### config.mk
export PLATFORM = sky130hd
export DESIGN_NAME = add_seq_stage_flat
export DESIGN_NICKNAME = d
export VERILOG_FILES = /design/src/rtl/add_seq_pkg.sv /design/src/rtl/add_seq_stage_if.sv /design/src/rtl/add_seq_stage_rca.sv /design/src/rtl/add_seq_stage.sv /design/src/flat_wrapper.sv
export SDC_FILE = /design/constraint.sdc
export NUM_CORES = 1
export LEC_CHECK = 0
export ABC_AREA = 1
export BUFFER_PORTS_ARGS = -buffer_cell sky130_fd_sc_hd__buf_4
export CAP_MARGIN = 20
export CORE_ASPECT_RATIO = 0.5
export CORE_UTILIZATION = 25
export DETAILED_ROUTE_END_ITERATION = 8
export GPL_TIMING_DRIVEN = 1
export RECOVER_POWER = 100
export SKIP_LAST_GASP = 1
export SLEW_MARGIN = 20
export SYNTH_ARGS = -nofsm -noshare
export SYNTH_HDL_FRONTEND = slang
export SYNTH_SLANG_ARGS = --single-unit
export TNS_END_PERCENT = 20
### constraint.sdc
create_clock -name clk -period 8.1 [get_ports clk]
set_input_delay 0.405 -clock clk [delete_from_list [all_inputs] [get_ports clk]]
set_output_delay 0.405 -clock clk [all_outputs]
set_load 0.02 [all_outputs]
### src/rtl/add_seq_pkg.sv
// Shared types and constants for the multi-word add sequencer.
package add_seq_pkg;

  typedef enum logic [1:0] {
    StIdle,
    StSettle,
    StHold
  } add_seq_state_e;

  localparam int unsigned CntW      = 4;
  localparam int unsigned SettleMin = 1;
  localparam int unsigned SettleMax = (1 << CntW) - 1;

  function automatic bit settle_in_range(input int unsigned settle);
    return (settle >= SettleMin) && (settle <= SettleMax);
  endfunction

endpackage

### src/rtl/add_seq_stage_if.sv
// Operand-in / result-out stream pair of the add sequencer.
interface add_seq_stage_if #(
    parameter int unsigned WIDTH = 16
);
    logic             in_valid;
    logic             in_ready;
    logic [WIDTH:1]   in_a;
    logic [WIDTH:1]   in_b;
    logic             in_cin;
    logic             in_last;
    logic             out_valid;
    logic             out_ready;
    logic [WIDTH:1]   out_sum;
    logic             out_cout;
    logic             out_last;

    modport slave (
        input  in_valid, in_a, in_b, in_cin, in_last, out_ready,
        output in_ready, out_valid, out_sum, out_cout, out_last
    );

    modport master (
        output in_valid, in_a, in_b, in_cin, in_last, out_ready,
        input  in_ready, out_valid, out_sum, out_cout, out_last
    );
endinterface

### src/rtl/add_seq_stage_rca.sv
// Combinational ripple-carry adder core; its ripple path is what the sequencer waits on.
module add_seq_stage_rca #(
    parameter int unsigned WIDTH = 16
) (
    input  logic [WIDTH:1] a_i,
    input  logic [WIDTH:1] b_i,
    input  logic           cin_i,
    output logic [WIDTH:1] s_o,
    output logic           cout_o
);
    logic [WIDTH+1:1] c;

    always_comb begin
        c    = '0;
        s_o  = '0;
        c[1] = cin_i;
        for (int i = 1; i <= WIDTH; i++) begin
            s_o[i]   = a_i[i] ^ b_i[i] ^ c[i];
            c[i + 1] = (a_i[i] & b_i[i]) | (c[i] & (a_i[i] ^ b_i[i]));
        end
        cout_o = c[WIDTH + 1];
    end
endmodule

### src/rtl/add_seq_stage.sv
// Multi-word add sequencer: registers operand beats into the RCA core, waits SETTLE
// cycles, captures sum/carry and chains the carry across the beats of a packet.
module add_seq_stage
    import add_seq_pkg::*;
#(
    parameter int unsigned WIDTH  = 16,
    parameter int unsigned SETTLE = 2
) (
    input  logic                   clk,
    input  logic                   rst,
    add_seq_stage_if.slave         bus,
    output logic                   busy
);
    if (!settle_in_range(SETTLE)) begin : gen_settle_check
        $error("add_seq_stage: SETTLE out of range 1..15");
    end

    add_seq_state_e state_q, state_d;
    logic [CntW-1:0] cnt_q, cnt_d;
    logic [WIDTH:1]  a_q, a_d, b_q, b_d, sum_q, sum_d;
    logic            cin_q, cin_d, last_q, last_d;
    logic            cout_q, cout_d, olast_q, olast_d, ovalid_q, ovalid_d;
    logic            first_q, first_d, carry_q, carry_d;
    logic [WIDTH:1]  core_s;
    logic            core_cout;

    // The core only ever sees registered operands, so its inputs move at the accept edge only.
    add_seq_stage_rca #(
        .WIDTH (WIDTH)
    ) u_rca (
        .a_i    (a_q),
        .b_i    (b_q),
        .cin_i  (cin_q),
        .s_o    (core_s),
        .cout_o (core_cout)
    );

    always_comb begin
        state_d  = state_q;
        cnt_d    = cnt_q;
        a_d      = a_q;
        b_d      = b_q;
        cin_d    = cin_q;
        last_d   = last_q;
        sum_d    = sum_q;
        cout_d   = cout_q;
        olast_d  = olast_q;
        ovalid_d = ovalid_q;
        first_d  = first_q;
        carry_d  = carry_q;
        unique case (state_q)
            StIdle: begin
                if (bus.in_valid) begin
                    a_d     = bus.in_a;
                    b_d     = bus.in_b;
                    last_d  = bus.in_last;
                    cin_d   = first_q ? bus.in_cin : carry_q;
                    cnt_d   = CntW'(SETTLE - 1);
                    state_d = StSettle;
                end
            end
            StSettle: begin
                if (cnt_q == '0) begin
                    sum_d    = core_s;
                    cout_d   = core_cout;
                    olast_d  = last_q;
                    ovalid_d = 1'b1;
                    state_d  = StHold;
                end else begin
                    cnt_d = cnt_q - CntW'(1);
                end
            end
            StHold: begin
                if (bus.out_ready) begin
                    ovalid_d = 1'b0;
                    first_d  = olast_q;
                    carry_d  = olast_q ? 1'b0 : cout_q;
                    state_d  = StIdle;
                end
            end
            default: state_d = StIdle;
        endcase
    end

    always_ff @(posedge clk) begin
        if (rst) begin
            state_q  <= StIdle;
            cnt_q    <= '0;
            a_q      <= '0;
            b_q      <= '0;
            cin_q    <= 1'b0;
            last_q   <= 1'b0;
            sum_q    <= '0;
            cout_q   <= 1'b0;
            olast_q  <= 1'b0;
            ovalid_q <= 1'b0;
            first_q  <= 1'b1;
            carry_q  <= 1'b0;
        end else begin
            state_q  <= state_d;
            cnt_q    <= cnt_d;
            a_q      <= a_d;
            b_q      <= b_d;
            cin_q    <= cin_d;
            last_q   <= last_d;
            sum_q    <= sum_d;
            cout_q   <= cout_d;
            olast_q  <= olast_d;
            ovalid_q <= ovalid_d;
            first_q  <= first_d;
            carry_q  <= carry_d;
        end
    end

    assign bus.in_ready  = (state_q == StIdle);
    assign bus.out_valid = ovalid_q;
    assign bus.out_sum   = sum_q;
    assign bus.out_cout  = cout_q;
    assign bus.out_last  = olast_q;
    assign busy          = (state_q != StIdle);
endmodule

### src/flat_wrapper.sv
// flat-port wrapper written by rule: the top's interface ports become plain ports
module add_seq_stage_flat import add_seq_pkg::*;
#(
    parameter int unsigned WIDTH  = 16,
    parameter int unsigned SETTLE = 2
)
  (clk, rst, busy, bus_in_valid, bus_in_a, bus_in_b, bus_in_cin, bus_in_last, bus_out_ready, bus_in_ready, bus_out_valid, bus_out_sum, bus_out_cout, bus_out_last);
  add_seq_stage_if #(.WIDTH(WIDTH)) bus_i ();
  input  logic clk;
  input  logic rst;
  output logic busy;
  input wire logic [$bits(bus_i.in_valid)-1:0] bus_in_valid;
  input wire logic [$bits(bus_i.in_a)-1:0] bus_in_a;
  input wire logic [$bits(bus_i.in_b)-1:0] bus_in_b;
  input wire logic [$bits(bus_i.in_cin)-1:0] bus_in_cin;
  input wire logic [$bits(bus_i.in_last)-1:0] bus_in_last;
  input wire logic [$bits(bus_i.out_ready)-1:0] bus_out_ready;
  output wire logic [$bits(bus_i.in_ready)-1:0] bus_in_ready;
  output wire logic [$bits(bus_i.out_valid)-1:0] bus_out_valid;
  output wire logic [$bits(bus_i.out_sum)-1:0] bus_out_sum;
  output wire logic [$bits(bus_i.out_cout)-1:0] bus_out_cout;
  output wire logic [$bits(bus_i.out_last)-1:0] bus_out_last;
  assign bus_i.in_valid = bus_in_valid;
  assign bus_i.in_a = bus_in_a;
  assign bus_i.in_b = bus_in_b;
  assign bus_i.in_cin = bus_in_cin;
  assign bus_i.in_last = bus_in_last;
  assign bus_i.out_ready = bus_out_ready;
  assign bus_in_ready = bus_i.in_ready;
  assign bus_out_valid = bus_i.out_valid;
  assign bus_out_sum = bus_i.out_sum;
  assign bus_out_cout = bus_i.out_cout;
  assign bus_out_last = bus_i.out_last;
  add_seq_stage #(.WIDTH(WIDTH), .SETTLE(SETTLE)) u_core (.clk(clk), .rst(rst), .bus(bus_i), .busy(busy));
endmodule
# Word level (Yosys, flattened, before mapping)
# Index checks and enable logic that the tools add are counted.
# word_totals
reg_bits	61
in_bits	38
output_inout_bits	21
elab_cells	122
# classes
n_addsub	1
eq_ne	6
muxes	12
bitwise	80
reduce_logical	11
# op_table
cell	n
AND 1 bit	32
XOR 1 bit	32
OR 1 bit	16
AND reduction 3 bit	3
2-to-1 mux 4 bit	2
case mux 4 bit (2 select lines)	1
2-to-1 mux 2 bit	3
inequality test 2 bit, second input constant	3
case mux 2 bit (3 select lines)	1
AND reduction 2 bit	3
nonzero test 2 bit	3
logical NOT 4 bit	1
2-to-1 mux 1 bit	4
subtractor 4 x 1 -> 4 bit, second input constant	1
== test 2 x 1 -> 1 bit, second input constant	1
== test 2 bit, second input constant	1
logical NOT 2 bit	1
inequality test 2 x 1 -> 1 bit, second input constant	1
case mux 1 bit (2 select lines)	1

# Depth between registers and ports, before layout
# depth
word_depth	33
mapped_depth	20
ltp_nobuf	20

# By module
# Synthesis repeated with hierarchy kept, for this count alone.
# unflattened
cells_unflattened	306
hier_area_um2	2660.1
# by_module_without_submodules
module	instances	cells_per_inst	area_per_inst_um2	seq_area_each_um2
add_seq_stage	1	280	2302.2	1221.2
add_seq_stage_rca	1	26	357.8	0.0

# Least setup slack after synthesis
# OpenSTA, ideal clock, no wires.
# synth_path
path_kind	register to register
from	register u_core.cin_q
to	register u_core.sum_q, in the netlist u_core.bus.out_sum[16]
setup_time_ns	0.070
arrival_time_ns	6.431
t_required_ns	8.030
path_slack_ns	1.599
stages_incl_launch_ff	21
n_path_buf	0
synth_period_minus_slack_ns	6.501
cell_sequence	dfxtp_1 > fa_1 > inv_1 > fa_1 > inv_1 > fa_1 > fa_1 > fa_1 > fa_1 > fa_1 > fa_1 > fa_1 > fa_1 > fa_1 > fa_1 > fa_1 > fa_1 > fa_1 > inv_1 > fa_1 > a21oi_1
# synth_between
elab_chain_cells	31
# synth_rtl
item	line_no	text
start: declaration	add_seq_stage.sv:21	logic cin_q, cin_d, last_q, last_d;
start signal: assignment	add_seq_stage.sv:104	cin_q <= cin_d;
AND 1 bit	add_seq_stage_rca.sv:19	c[i + 1] = (a_i[i] & b_i[i]) | (c[i] & (a_i[i] ^ b_i[i]));
OR 1 bit	add_seq_stage_rca.sv:19	
AND 1 bit	add_seq_stage_rca.sv:19	
OR 1 bit	add_seq_stage_rca.sv:19	
AND 1 bit	add_seq_stage_rca.sv:19	
OR 1 bit	add_seq_stage_rca.sv:19	
AND 1 bit	add_seq_stage_rca.sv:19	
OR 1 bit	add_seq_stage_rca.sv:19	
(+15 left out)	-	
OR 1 bit	add_seq_stage_rca.sv:19	
AND 1 bit	add_seq_stage_rca.sv:19	
OR 1 bit	add_seq_stage_rca.sv:19	
AND 1 bit	add_seq_stage_rca.sv:19	
OR 1 bit	add_seq_stage_rca.sv:19	
AND 1 bit	add_seq_stage_rca.sv:19	
OR 1 bit	add_seq_stage_rca.sv:19	
XOR 1 bit	add_seq_stage_rca.sv:18	s_o[i] = a_i[i] ^ b_i[i] ^ c[i];
end signal: assignment	add_seq_stage.sv:106	sum_q <= sum_d;
end: declaration	add_seq_stage.sv:20	logic [WIDTH:1] a_q, a_d, b_q, b_d, sum_q, sum_d;
# Every way passes these cells.
# A chain may end at the register's enable or synchronous reset.

# Worst setup path in the final report
# Same ends and word-level chain as after synthesis.

==> results.md <==
* Status: complete, but fails checks
* Failing checks: max-capacitance violations, max-slew violations
* Core Area at 0.00976 mm2
* Worst setup margin at 1320 ps
* M1 wire length at 2900 um
* Buffers on Ports at 58
* Hold-fix buffers, CTS at 0
* Postcts setup bufs at 0
* Post-synthesis sequential area ratio at 0.469
* Leakage Power at 1.43 nW
* Pre-CTS WS at 1290 ps
* Drt total wl at 5830 um
* Antenna cell count at 0
* Synthesized flop and latch total at 61
* Root buf cell: clkbuf_16
* DR WL met3 at 184 um
* Total power draw at 0.925 mW
* Num rows at 25
* # fillers at 1071
* Final Non-Filler Cells at 491
* Vias/cell at 4.17
* Antenna-violating nets left at 0
* Setup crit start kind: register
* Die area at 0.0109 mm2
* Syn Area/Cell at 8.77 um2
* Initial antenna violation count at 0
* CP max stage cell: fa_1
* DR DRC count at 0
* Layout cells sized above 1 at 0.160
* Hold Path Class: in -> reg
* GPL Wtd Cong at 0.709
* Net count after synthesis at 353
* CTS Sinks at 61
* Wire per inst at 11.9 um
* # resized after CTS at 0
* Clock latency on the worst-skew pair at 320 ps
* H-tree depth at 3
* Share of the cycle needed by the critical path after routing at 0.837
* Wire length of the first global-routing pass at 9720 um
* Initial cell density of the core at 0.267
* Crit. End Element: register
* Clock transition at path regs at 50 ps
* Final core utilization at 0.339
* CTS max path bufs at 2
* DP Area at 0.00310 mm2
* Crit path max fanout at 2
* Pins Over Slew Limit at 24
* Die Span X at 146 um
* Final layout net count at 407
* Num CTS Buffers at 9
* Max layer used: met4
* DR iter-0 viols at 74
* Synth-to-layout area growth at 26.9%
* Die Y at 74.2 um
* Met2 WL at 2700 um
* RSZ-0062 raised after global routing: false
* Dpl cells at 475
* I/O pin cnt at 59
* Post-route cell area at 0.00330 mm2
* Setup TNS at 0 ps
* Syn Inst Count at 297
* Max-slew headroom at -0.0509
* Setup violations, final at 0
* Worst vdd ir at 108 uV
* Synth unique cells at 27
* Tmin final at 6780 ps
* CP Cell Sequence: fa_1 > inv_1 > fa_1 > inv_1 > fa_1 > fa_1 > fa_1 > fa_1 > fa_1 > fa_1 > fa_1 > fa_1 > fa_1 > fa_1 > fa_1 > fa_1 > fa_1 > inv_1 > fa_1 > a21oi_1
* Drt first pass iters at 5
* Pwr per Cell Area at 280 mW/mm2
* Largest net degree at the start of global routing at 55
* Crit path kind: reg -> reg
* Skew final at 6.02 ps
* Required @ worst endpoint at 8350 ps
* Routed via count at 2048
* Final hold vios at 0
* Max_cap viols at 1
* CP max stage delay at 410 ps
* Netlist Area Pre-Place at 0.00260 mm2
* Slew @ Worst Pin at 1570 ps
* Reg2Reg Setup Slack at 1320 ps
* Vias in the first global route at 2052
* Hold WS at 337 ps
* Synth warn at 0
* Fmax at 148 MHz
* Tot GR Track Use at 0.117
* Most used cell, CP: fa_1
* Grt total ovfl at 0
* Arrival @ worst endpoint at 7030 ps
* Half-perimeter wire length after placement at 4050 um
* CTS tree: yes
[flip-flops by register name (all words and copies together) (netlist names), 2 cells and up]
name / count
u_core.cnt_q: 4
u_core.bus.out_sum: 16
u_core.state_q: 2
u_core.a_q: 16
u_core.b_q: 16
[cell usage in the layout, fill, tap and decap left out]
| cell type | netlist | layout |
|---|---|---|
| a21oi_2 | 2 | 1 |
| dfxtp_1 | 61 | 61 |
| clkinv_2 | 0 | 2 |
| bufinv_16 | 0 | 2 |
| nand2_1 | 7 | 9 |
| fa_1 | 16 | 16 |
| nand3_1 | 4 | 4 |
| clkinvlp_2 | 0 | 1 |
| o21ai_0 | 50 | 50 |
| o211ai_1 | 1 | 1 |
| inv_2 | 3 | 1 |
| buf_4 | 3 | 36 |
| or2_0 | 1 | 1 |
| o21ai_1 | 3 | 3 |
| clkbuf_8 | 0 | 2 |
| nor2_1 | 93 | 95 |
| inv_1 | 15 | 17 |
| o21a_1 | 1 | 1 |
| nor3_1 | 2 | 2 |
| nand2_4 | 4 | 2 |
| ha_1 | 2 | 2 |
| a21oi_1 | 12 | 13 |
| clkbuf_16 | 0 | 9 |
| nand2_2 | 1 | 1 |
| clkbuf_1 | 3 | 23 |
| a211oi_1 | 1 | 1 |
[final cells by class]
cell class / count / area [um2] / area share
Sequential cell: 61 / 1220 / 0.370
Multi-Input combinational cell: 202 / 1160 / 0.352
Clock inverter: 4 / 70.1 / 0.0212
Clock buffer: 12 / 256 / 0.0776
Tap cell: 135 / 169 / 0.0511
Timing Repair Buffer: 58 / 353 / 0.107
Inverter: 19 / 72.6 / 0.0220
[routing by layer]
metal / vias to the layer above / global-route usage
li1: 1052 / -
met1: 962 / 0.143
met2: 28 / 0.197
met3: 6 / 0.0350
met4: 0 / 0.0451
met5: - / 0
[power by group]
part           internal (mW)  total [mW]  switching (mW)
clock network          0.285       0.413           0.128
logic                 0.0561       0.152          0.0957
registers              0.336       0.360          0.0240
[synth_stat cells (all sizes together)]
cell type,n,share of area
o211ai,1,0.0029
nor2,95,0.15
nor3,2,0.0038
o21ai,53,0.10
fa,16,0.12
ha,2,0.0096
o21a,1,0.0029
inv,19,0.028
a211oi,1,0.0029
nand3,4,0.0077
a21oi,14,0.030
dfxtp,61,0.47
clkbuf,5,0.0082
nand2,12,0.030
or2,1,0.0024
buf,10,0.032
[worst max-delay path: cells and delay by family (launching register included)]
| kind | cells | cell delay [ps] |
|---|---|---|
| compound gates | 1 | 120 |
| buf+inv | 3 | 210 |
| flops | 1 | 320 |
| fa+ha+maj | 16 | 6070 |
[path summary, 6_finish.rpt]
check            startpoint                     end  cells after the start
min            bus_in_a[12]          u_core.a_q[13]                      3
max            u_core.cin_q  u_core.bus.out_sum[16]                     20
min reg2reg  u_core.carry_q          u_core.carry_q                      2
max reg2reg    u_core.cin_q  u_core.bus.out_sum[16]                     20
[logic make-up after synthesis]
kind of cell | after synthesis | share of synthesized area
AOI/OAI and AO/OA | 70 | 0.140
adders and majority gates | 18 | 0.133
buffers and inverters | 34 | 0.0682
DFF | 61 | 0.469
and+or+nand+nor | 114 | 0.190
(Power assumes the default switching activity.)
